`src/rtl/mem_bus_pkg.sv`:
```
// Shared types for the I/D memory bus arbiter.
//   arb_state_e : transaction sequencer states
//   gnt_e       : which requester owns the RAM
package mem_bus_pkg;

  typedef enum logic [1:0] {
    IDLE,
    ACCESS,
    WAIT,
    DONE
  } arb_state_e;

  typedef enum logic [1:0] {
    GNT_NONE,
    GNT_I,
    GNT_D
  } gnt_e;

  // Wide enough for the longest wait phase (MEM_LAT up to 4 -> 3 wait cycles).
  localparam int unsigned WaitCntW = 2;

endpackage

```
`src/rtl/arb_pick.sv`:
```
// Combinational winner select between the fetch (I) and load/store (D) ports.
// Optional feature macro: ARB_RR_EN
//   defined   : a tie goes to the port that was not granted last
//   undefined : fixed priority, D beats I; last_gnt_i is ignored
// Ports:
//   i_req_i    : fetch request
//   d_req_i    : data request
//   last_gnt_i : port granted most recently (only used for round-robin)
//   gnt_o      : winner, GNT_NONE when nobody requests
module arb_pick
  import mem_bus_pkg::*;
(
  input  logic i_req_i,
  input  logic d_req_i,
  input  gnt_e last_gnt_i,
  output gnt_e gnt_o
);

`ifdef ARB_RR_EN
  always_comb begin
    gnt_o = GNT_NONE;
    if (i_req_i && d_req_i) begin
      gnt_o = (last_gnt_i == GNT_D) ? GNT_I : GNT_D;
    end else if (d_req_i) begin
      gnt_o = GNT_D;
    end else if (i_req_i) begin
      gnt_o = GNT_I;
    end
  end
`else
  logic unused_last_gnt;
  assign unused_last_gnt = ^{last_gnt_i};

  always_comb begin
    gnt_o = GNT_NONE;
    if (d_req_i) begin
      gnt_o = GNT_D;
    end else if (i_req_i) begin
      gnt_o = GNT_I;
    end
  end
`endif

endmodule

```
`src/rtl/mem_bus_arbiter.sv`:
```
// Shares one single-port word RAM between the CPU fetch port (I) and load/store port (D).
// Each transaction: IDLE -> ACCESS -> WAIT x (MEM_LAT-1, reads only) -> DONE -> IDLE.
// Optional feature macro: ARB_RR_EN (round-robin on simultaneous requests, else D > I).
// Ports:
//   clk, reset                 : clock, synchronous active-high reset
//   i_req/i_addr/i_rdata/i_ack : fetch handshake, rdata valid only with ack
//   d_req/d_we/d_be/d_addr/d_wdata/d_rdata/d_ack : load/store handshake
//   mem_en/mem_we/mem_addr/mem_wdata/mem_rdata   : RAM side, read data MEM_LAT cycles after mem_en
module mem_bus_arbiter
  import mem_bus_pkg::*;
#(
  parameter int unsigned ADDR_W  = 32,
  parameter int unsigned DATA_W  = 32,
  parameter int unsigned MEM_AW  = 10,
  parameter int unsigned MEM_LAT = 1
) (
  input  logic                  clk,
  input  logic                  reset,
  input  logic                  i_req,
  input  logic [ADDR_W-1:0]     i_addr,
  output logic [DATA_W-1:0]     i_rdata,
  output logic                  i_ack,
  input  logic                  d_req,
  input  logic                  d_we,
  input  logic [DATA_W/8-1:0]   d_be,
  input  logic [ADDR_W-1:0]     d_addr,
  input  logic [DATA_W-1:0]     d_wdata,
  output logic [DATA_W-1:0]     d_rdata,
  output logic                  d_ack,
  output logic                  mem_en,
  output logic [DATA_W/8-1:0]   mem_we,
  output logic [MEM_AW-1:0]     mem_addr,
  output logic [DATA_W-1:0]     mem_wdata,
  input  logic [DATA_W-1:0]     mem_rdata
);

  // Last WAIT cycle index; irrelevant when MEM_LAT=1 because WAIT is skipped.
  localparam int unsigned WaitLastInt = (MEM_LAT > 1) ? MEM_LAT - 2 : 0;
  localparam logic [WaitCntW-1:0] WaitLast = WaitCntW'(WaitLastInt);

  arb_state_e            state_q, state_d;
  gnt_e                  gnt_q, gnt_d;
  gnt_e                  pick;
  gnt_e                  last_gnt;
  logic [WaitCntW-1:0]   cnt_q, cnt_d;
  logic                  we_q, we_d;
  logic [DATA_W/8-1:0]   be_q, be_d;
  logic [MEM_AW-1:0]     addr_q, addr_d;
  logic [DATA_W-1:0]     wdata_q, wdata_d;

  // Byte-offset bits and bits above the RAM window are deliberately ignored.
  logic unused_addr_bits;
  assign unused_addr_bits = ^{i_addr[ADDR_W-1:MEM_AW+2], i_addr[1:0],
                              d_addr[ADDR_W-1:MEM_AW+2], d_addr[1:0]};

  arb_pick u_arb_pick (
    .i_req_i    (i_req),
    .d_req_i    (d_req),
    .last_gnt_i (last_gnt),
    .gnt_o      (pick)
  );

`ifdef ARB_RR_EN
  gnt_e last_gnt_q, last_gnt_d;

  always_comb begin
    last_gnt_d = last_gnt_q;
    if (state_q == IDLE && pick != GNT_NONE) begin
      last_gnt_d = pick;
    end
  end

  // Resets to I so that D wins the first tie.
  always_ff @(posedge clk) begin
    if (reset) begin
      last_gnt_q <= GNT_I;
    end else begin
      last_gnt_q <= last_gnt_d;
    end
  end

  assign last_gnt = last_gnt_q;
`else
  assign last_gnt = GNT_I;
`endif

  // State and latched request.
  always_ff @(posedge clk) begin
    if (reset) begin
      state_q <= IDLE;
      gnt_q   <= GNT_NONE;
      cnt_q   <= '0;
      we_q    <= 1'b0;
      be_q    <= '0;
      addr_q  <= '0;
      wdata_q <= '0;
    end else begin
      state_q <= state_d;
      gnt_q   <= gnt_d;
      cnt_q   <= cnt_d;
      we_q    <= we_d;
      be_q    <= be_d;
      addr_q  <= addr_d;
      wdata_q <= wdata_d;
    end
  end

  // Next state; requests are only looked at in IDLE.
  always_comb begin
    state_d = state_q;
    gnt_d   = gnt_q;
    cnt_d   = cnt_q;
    we_d    = we_q;
    be_d    = be_q;
    addr_d  = addr_q;
    wdata_d = wdata_q;
    unique case (state_q)
      IDLE: begin
        if (pick != GNT_NONE) begin
          state_d = ACCESS;
          gnt_d   = pick;
          if (pick == GNT_D) begin
            we_d    = d_we;
            be_d    = d_be;
            addr_d  = d_addr[MEM_AW+1:2];
            wdata_d = d_wdata;
          end else begin
            we_d    = 1'b0;
            be_d    = '0;
            addr_d  = i_addr[MEM_AW+1:2];
            wdata_d = '0;
          end
        end
      end
      ACCESS: begin
        cnt_d   = '0;
        // Stores need no read data, so they never wait.
        state_d = (we_q || MEM_LAT == 1) ? DONE : WAIT;
      end
      WAIT: begin
        if (cnt_q == WaitLast) begin
          state_d = DONE;
        end else begin
          cnt_d = cnt_q + 1'b1;
        end
      end
      DONE: begin
        state_d = IDLE;
        gnt_d   = GNT_NONE;
      end
      default: begin
        state_d = IDLE;
        gnt_d   = GNT_NONE;
      end
    endcase
  end

  // Outputs are pure functions of state and latched request (plus RAM data pass-through).
  always_comb begin
    mem_en    = (state_q == ACCESS);
    mem_we    = (state_q == ACCESS && we_q) ? be_q : '0;
    mem_addr  = addr_q;
    mem_wdata = wdata_q;
    i_ack     = (state_q == DONE) && (gnt_q == GNT_I);
    d_ack     = (state_q == DONE) && (gnt_q == GNT_D);
    i_rdata   = i_ack ? mem_rdata : '0;
    d_rdata   = d_ack ? mem_rdata : '0;
  end

endmodule
```
`config.mk`:
```
export PLATFORM = sky130hd
export DESIGN_NAME = mem_bus_arbiter
export DESIGN_NICKNAME = d
export VERILOG_FILES = /design/src/rtl/mem_bus_pkg.sv /design/src/rtl/arb_pick.sv /design/src/rtl/mem_bus_arbiter.sv
export SDC_FILE = /design/constraint.sdc
export NUM_CORES = 1
export LEC_CHECK = 0
export CAP_MARGIN = 10
export CORE_AREA = 3 3 123 78
export DETAILED_ROUTE_END_ITERATION = 6
export DIE_AREA = 0 0 126 81
export PLACE_DENSITY = 0.8
export SYNTH_ARGS = -nofsm -noshare
export SYNTH_HDL_FRONTEND = slang
export SYNTH_SLANG_ARGS = --single-unit
```
`constraint.sdc`:
```
create_clock -name clk -period 1.94 [get_ports clk]
set_clock_uncertainty 0.15 [all_clocks]
set_input_delay 0.291 -clock clk [delete_from_list [all_inputs] [get_ports clk]]
set_output_delay 0.291 -clock clk [all_outputs]
set_load 0.005 [all_outputs]
```
==> results of run 1 <==
## stage by stage
step / worst slack [ns] / utilization / total power, uW / TNS [ns] / instance area (sq um)
4_1_cts: -0.142 / 0.614 / 3160 / -4.37 / 5190
2_1_floorplan: 0.312 / - / 1600 / 0 / 2540
3_5_place_dp: -0.276 / 0.558 / 2080 / -10.89 / 4720
3_3_place_gp: -0.175 / 0.558 / 2050 / -7.92 / 4720
5_1_grt: -0.173 / 0.646 / 3320 / -5.24 / 5470
6_report: -0.128 / 0.646 / 3160 / -1.80 / 5470
## per-layer routing
layer	vias to the layer above	wire length, um
li1	1427	-
met1	1332	4080
met2	118	5260
met3	8	825
met4	0	106
met5	-	0
## cells in the mapped netlist
master,number,area share
a22oi_1,37,0.11
ha_1,6,0.030
buf_6,4,0.018
nor2_1,50,0.074
o31ai_1,1,0.0030
clkbuf_1,11,0.016
o21a_1,1,0.0030
nand3b_1,1,0.0030
nand2_1,4,0.0059
o21ai_0,3,0.0059
and2_1,65,0.16
dfxtp_1,53,0.42
and3b_1,1,0.0035
buf_2,2,0.0039
a211oi_1,10,0.030
inv_1,4,0.0059
mux2i_1,10,0.039
a21oi_1,5,0.0099
or4b_1,1,0.0039
and3_1,4,0.0099
nor2b_1,2,0.0049
buf_4,6,0.018
or3_1,1,0.0025
nand2b_1,2,0.0049
o21ai_4,1,0.0064
nand3_1,2,0.0039
nor3b_4,1,0.0074
## cell type report
cell class | count | area, sq um | area share
repair buffers | 237 | 2540 | 0.465
well taps | 112 | 140 | 0.0256
inverters | 4 | 15.0 | 0.00275
clock inverters | 3 | 43.8 | 0.00801
flip-flops and latches | 53 | 1060 | 0.195
multi-input cells | 209 | 1540 | 0.281
clock buffers | 5 | 125 | 0.0229
## state kept, by name, indices dropped and copies added (netlist names)
register   count
gnt_q          2
state_q        2
be_q           4
mem_wdata     32
cnt_q          2
we_q           1
mem_addr      10
## worst min-delay path by stage
stage | slack, ns | to | cells after the start
finish | 0.23 | be_q[3]$_SDFFE_PP0P_ | 2
CTS | 0.24 | be_q[3]$_SDFFE_PP0P_ | 2
global placement | 0.30 | cnt_q[0]$_SDFFE_PP0P_ | 2
global route | 0.26 | be_q[3]$_SDFFE_PP0P_ | 2
detailed placement | 0.32 | cnt_q[1]$_SDFFE_PP0P_ | 2
floorplan | 0.29 | be_q[0]$_SDFFE_PP0P_ | 2
## cell families after synthesis
kind of cell / after synthesis / synth area share
adders and majority gates: 6 / 0.0296
muxes: 10 / 0.0394
AOI/OAI and AO/OA: 58 / 0.167
DFF: 53 / 0.418
and+or+nand+nor: 134 / 0.284
buffers and inverters: 27 / 0.0616
## critical path: stages (launching register included)
cell     delay (ns)
dfxtp_2        0.34
ha_4           0.16
and3b_2        0.22
buf_12         0.15
buf_12         0.13
buf_6          0.10
and2_4         0.15
buf_6          0.11
## where the power goes
part	internal, uW	leakage [uW]	total (uW)	switching [uW]
logic	538	0.00182	905	366
clock network	611	0.0000842	1010	398
registers	1190	0.000435	1240	56.6
## what timing repair did
item,in CTS,in global routing
gates resized for setup,323,93
setup endpoints to repair,71,108
buffers inserted,15,2
pin swaps,26,27
gates cloned,8,1
==> results.md, run 1 <==
* Placed Instances at 594
* Hold Slack at ~0.23 ns
* Sequential-to-total area share from yosys stat at 0.418
* Max Fclk at 484 MHz
* WL final at 10.3 mm
* Gr ovfl total at 0
* Slew Limit Fails at 0
* CP startpoint kind: register
* First-pass GRT wire length at 15.2 mm
* Hold Path Class: in2reg
* First drt pass iteration count at 5
* Crit end category: output port
* Final ANT Viol Nets at 0
* Crit path from: state_q[1]$_SDFFE_PP0P_
* Largest net degree at the start of global routing at 38
* Gr usage total at 0.184
* Routed len/inst at about 16 um
* Status: complete, but fails checks
* Fin crit period at about 2.1 ns
* Worst-path clk slew at roughly 0.07 ns
* Reg-to-reg slack, setup at 0.09 ns
* Min-delay src: reset
* Diodes inserted at 0
* R2R depth at 6
* Setup violators final at between 40 and 50
* Clock sinks at 53
* Reg2reg start: state_q[0]$_SDFFE_PP0P_
* FF+latch count, synth at 53
* Antenna violations before repair at 0
* M3 GR Usage at 0.0631
* CTS hold repair buffers at 0
* Req. time, crit path at roughly 1.5 ns
* DRC at 0
* Layout area overhead at 115%
* Commonest non-fill, non-tap cell in the layout: clkdlybuf4s50_1
* Placer Congestion at between 0.7 and 0.8
* Syn_area_per_cell at between 8 and 9 sq um
* Crit path kind: reg2out
* GRT Max-Usage Layer: met2
* IO Port Bufs at 205
* Core ar. at roughly 8500 sq um
* # fillers at approximately 670
* HPWL after DPL at between 6 and 7 mm
* Clk buf depth at 2
* Post-Syn Nets at ~430
* Total power per unit cell area at approximately 580 nW/um^2
* GR Util met2 at 0.339
* Mapped cell area at between 2000 and 3000 sq um
* # rows at 26
* Drt initial violations at around 110
* Final Cycle Share at 1.07
* Most frequent cells in the layout: 133 x clkdlybuf4s50_1, 63 x buf_6, 61 x and2_4
* Vias in the first global route at approximately 2,900
* Finished Layout Cells at 623
* # Max-Cap Violations at 0
* TritonCTS buffer count at 5
* Yosys warns at 0
* Synth cell types at 27
* Setup crit end: d_rdata[17]
* Share of post-route cells with drive strength above 1 at 0.352
* Die Wd at 126 um
* Leak at between 0.002 and 0.0025 uW
* Crit path max fanout at 4
* Maximum VDD drop at 0.498 mV
* Max transition margin at 0.399
* Root buf cell: clkbuf_16
* Setup ws final at -0.128 ns
* R2r endpoint: state_q[1]$_SDFFE_PP0P_
* TritonCTS clock tree: yes
* Total number of vias at approximately 2,900
* Post-Synthesis Cells at 288
* H-tree levels at 2
* Worst Tran Pin Value at between 0.9 and 1 ns
* I/O pins at 250
* Failing checks: setup timing
* Final Hold Viols at 0
* Final-stage net count at 653
* Die Area at roughly 10,000 sq um
* Initial Utilization at 0.300
* RSZ-0062 raised after global routing: yes
* Die span in y at 81 um
* Avg Vias per Cell at roughly 4.6
* Met1 Resource Use GR at 0.216
* Clock latency on the worst-skew pair at 0.28 ns
* CP arrival at about 1.6 ns
(Power assumes the default switching activity.)
==> run 2: changes to the inputs <==
- ABC_AREA: default -> 1
- CAP_MARGIN: 10 -> default
- CORE_AREA: 3 3 123 78 -> 3 3 124 78
- DIE_AREA: 0 0 126 81 -> 0 0 127 81
- GPL_ROUTABILITY_DRIVEN: default -> 0
==> run 2 against run 1 <==
The run now ends clean. Flip-flop and latch count unchanged. Utilization down 6.4 points. Worst setup slack better by 0.15 ns. Hold slack better by 0.079 ns. Power down 3.8%. Sequential power about the same. Routed wire length down 7.2%. Non-clock buffer count down 13. Via count up 11%. First-iteration DRC count down 8.4%. Highest routed layer unchanged.
==> results.md, run 2 <==
* Largest register FFs at 32 (unchanged)
* IO Port Bufs at 205 (unchanged)
* DRC at 0 (unchanged)
* Finished Layout Cells at 724 (was 623)
* Reg-to-reg slack, setup at 0.20 ns (was 0.09 ns)
* Clk buf depth at 2 (unchanged)
* Hold Slack at 0.311 ns (was 0.232 ns)
* Clock latency on the worst-skew pair at 0.28 ns (about the same)
* Slew Limit Fails at 0 (unchanged)
* Vias in the first global route at 3,053 (was 2,904)
* Most frequent cells in the layout: 134 x clkdlybuf4s50_1, 93 x nand2_1, 85 x nor2_1 (was 133 x clkdlybuf4s50_1, 63 x buf_6, 61 x and2_4)
* Worst path slowest cell: dfxtp_2 (unchanged)
* # rows at 26 (unchanged)
* Top cells by area, synth: dfxtp_1 41%, nand2_1 14%, nor2_1 14% (was dfxtp_1 42%, and2_1 16%, a22oi_1 11%)
* Routed len/inst at 13.2 um (was 16.5 um)
* CTS hold repair buffers at 0 (unchanged)
* Setup violators final at 0 (was 45)
* TritonCTS buffer count at 5 (unchanged)
* Final Hold Viols at 0 (unchanged)
* Commonest non-fill, non-tap cell in the layout: clkdlybuf4s50_1 (unchanged)
* CP arrival at 1.48 ns (was 1.63 ns)
* Cell breakdown of the critical path: ha_4 > nand3_4 > buf_16 > buf_12 > nor2_1 > buf_2 (was ha_4 > and3b_2 > buf_12 > buf_12 > buf_6 > and2_4 > buf_6)
* Status: finished, final reports clean (was complete, but fails checks)
* CP startpoint kind: register (unchanged)
* Die Area at 10,300 sq um (was 10,200 sq um)
* Gr ovfl total at 0 (unchanged)
* Final-stage net count at 755 (was 653)
* CP max stage delay at 0.36 ns (was 0.34 ns)
* WL final at 9.53 mm (was 10.3 mm)
* First-pass GRT wire length at 14.5 mm (was 15.2 mm)
* Count leader, synth: nand2_1 (was and2_1)
* Initial Utilization at 0.302 (was 0.300)
* Sw Ratio at 0.259 (was 0.260)
* Root buf cell: clkbuf_16 (unchanged)
* Total number of vias at 3,215 (was 2,885)
* Reg2reg start: state_q[0]$_SDFFE_PP0P_ (unchanged)
* Dominant synthesized flop cell: dfxtp_1 (unchanged)
* Die span in y at 81 um (unchanged)
* Maximum VDD drop at 0.362 mV (was 0.498 mV)
* Post-synth EDFFs at 0 (unchanged)
* Core ar. at 8520 sq um (was 8460 sq um)
* Post-Syn Nets at 547 (was 431)
* Synth cell types at 17 (was 27)
* Req. time, crit path at 1.50 ns (about the same)
* Max Fclk at 521 MHz (was 484 MHz)
* RSZ-0062 raised after global routing: yes (unchanged)
* Hold Path Class: reg2reg (was in2reg)
* Power Internal at 2250 uW (was 2340 uW)
* Place WS at -0.0615 ns (was -0.276 ns)
* Area share of the largest cell type after synthesis at 0.412 (was 0.418)
* R2r endpoint: mem_wdata[2]$_SDFFE_PP0P_ (was state_q[1]$_SDFFE_PP0P_)
* First drt pass iteration count at 4 (was 5)
* Setup ws final at 0.0205 ns (was -0.128 ns)
* Layout area overhead at 92.7% (was 115%)
* Share of post-route cells with drive strength above 1 at 0.129 (was 0.352)
* Post-Synthesis Cells at 404 (was 288)
* Die Wd at 127 um (was 126 um)
* Avg Vias per Cell at 4.44 (was 4.63)
* Sequential-to-total area share from yosys stat at 0.412 (was 0.418)
* Crit path from: state_q[0]$_SDFFE_PP0P_ (was state_q[1]$_SDFFE_PP0P_)
* Antenna violations before repair at 0 (unchanged)
* Mapped cell area at 2570 sq um (was 2540 sq um)
* Total power per unit cell area at 612 nW/um^2 (was 578 nW/um^2)
* Placed Instances at 709 (was 594)
* Gr usage total at 0.172 (was 0.184)
* Drt initial violations at 98 (was 107)
* Post-synth top cells: 94 x nand2_1, 93 x nor2_1, 58 x inv_1 (was 65 x and2_1, 53 x dfxtp_1, 50 x nor2_1)
* Switching power at 787 uW (was 821 uW)
* Worst Tran Pin Value at 0.328 ns (was 0.901 ns)
* Setup crit end: d_rdata[13] (was d_rdata[17])
* Syn_area_per_cell at 6.37 sq um (was 8.81 sq um)
* Clock network power share at 0.325 (was 0.320)
* TritonCTS clock tree: yes (unchanged)
* Final Cycle Share at 0.989 (was 1.07)
* Min-delay src: mem_wdata[25]$_SDFFE_PP0P_ (was reset)
* Crit end category: output port (unchanged)
* Register share of total power at 0.405 (was 0.394)
* Async SR Flop Fraction at 0 (unchanged)
* Crit path max fanout at 8 (was 4)
* Final ANT Viol Nets at 0 (unchanged)
* I/O pins at 250 (unchanged)
* Diodes inserted at 0 (unchanged)
* Fin crit period at 1.92 ns (was 2.07 ns)
* HPWL after DPL at 7.25 mm (was 6.86 mm)
* Yosys warns at 0 (unchanged)
* Worst-path clk slew at 0.07 ns (about the same)
* Leak at 0.00237 uW (was 0.00234 uW)
* # Max-Cap Violations at 0 (unchanged)
* Cell taking the most area after synthesis: dfxtp_1 (unchanged)
* H-tree levels at 2 (unchanged)
* FF+latch count, synth at 53 (unchanged)
* Combinational share of power at 0.269 (was 0.287)
* Largest net degree at the start of global routing at 42 (was 38)
* Max transition margin at 0.781 (was 0.399)
* R2R depth at 9 (was 6)
* Clock sinks at 53 (unchanged)
* Crit path kind: reg2out (unchanged)
[run 2: cell types whose count changed after synthesis, moves of 10 or more]
cell / delta
a22oi_1: -37
and2_1: -65
nor2_1: +43
a211oi_1: -10
mux2i_1: -10
inv_1: +54
nand2_1: +90
o21ai_0: +17
a21oi_1: +38
[run 2: cell families after synthesis]
logic type | share of synthesized area
flops | 0.412
fa+ha+maj | 0.0292
simple gates | 0.298
compound gates | 0.122
buf+inv | 0.138
[run 2: layout make-up]
cell class	instances	area, sq um
Fill cell	795	3560
Timing Repair Buffer	224	2140
Multi-Input combinational cell	268	1230
Sequential cell	53	1060
Inverter	60	225
Tap cell	112	140
Clock buffer	5	125
Clock inverter	2	38.8
[run 2: worst min-delay path by stage]
stage,to,cells past startpoint,slack (ns)
2_1_floorplan,be_q[0]$_SDFFE_PP0P_,2,0.29
3_3_place_gp,mem_wdata[31]$_SDFFE_PP0P_,2,0.30
3_5_place_dp,mem_wdata[31]$_SDFFE_PP0P_,2,0.30
4_1_cts,mem_wdata[31]$_SDFFE_PP0P_,2,0.31
5_1_grt,mem_wdata[15]$_SDFFE_PP0P_,2,0.33
6_report,mem_wdata[25]$_SDFFE_PP0P_,2,0.31
[run 2: critical path, delay by kind of cell, from the launching register on]
family        cells  cell delay, ns
flops             1            0.36
fa+ha+maj         1            0.16
buf+inv           3            0.43
simple gates      2            0.24
[run 2: metal layers]
layer	up-vias	wire length [um]	global-route usage
met5	-	0	0
met4	0	122	0.0439
met3	10	771	0.0539
met2	125	4820	0.314
met1	1454	3810	0.198
li1	1626	-	-
[run 2: power by group through the flow]
stage	registers [uW]	logic [uW]	clock network (uW)
final	1230	819	989
after detailed placement	1250	801	0
after floorplan	1260	325	0
after CTS	1230	812	1020
after global placement	1240	784	0
after global routing	1240	899	1070
[run 2: timing repair]
item                       in CTS  in global routing
pin swaps                       1                  5
gates resized for setup       136                 61
gates cloned                    2                  0
setup endpoints to repair      71                 47
setup buffers                   5                  1
[run 2: through the flow]
stage / cell area (sq um) / TNS, ns / utilization / power [uW]
floorplan: 2570 / 0 / - / 1580
global placement: 4780 / 0 / 0.561 / 2030
detailed placement: 4780 / -0.262 / 0.561 / 2050
CTS: 4940 / -0.292 / 0.580 / 3060
global route: 4960 / -0.450 / 0.582 / 3210
finish: 4960 / 0 / 0.582 / 3040
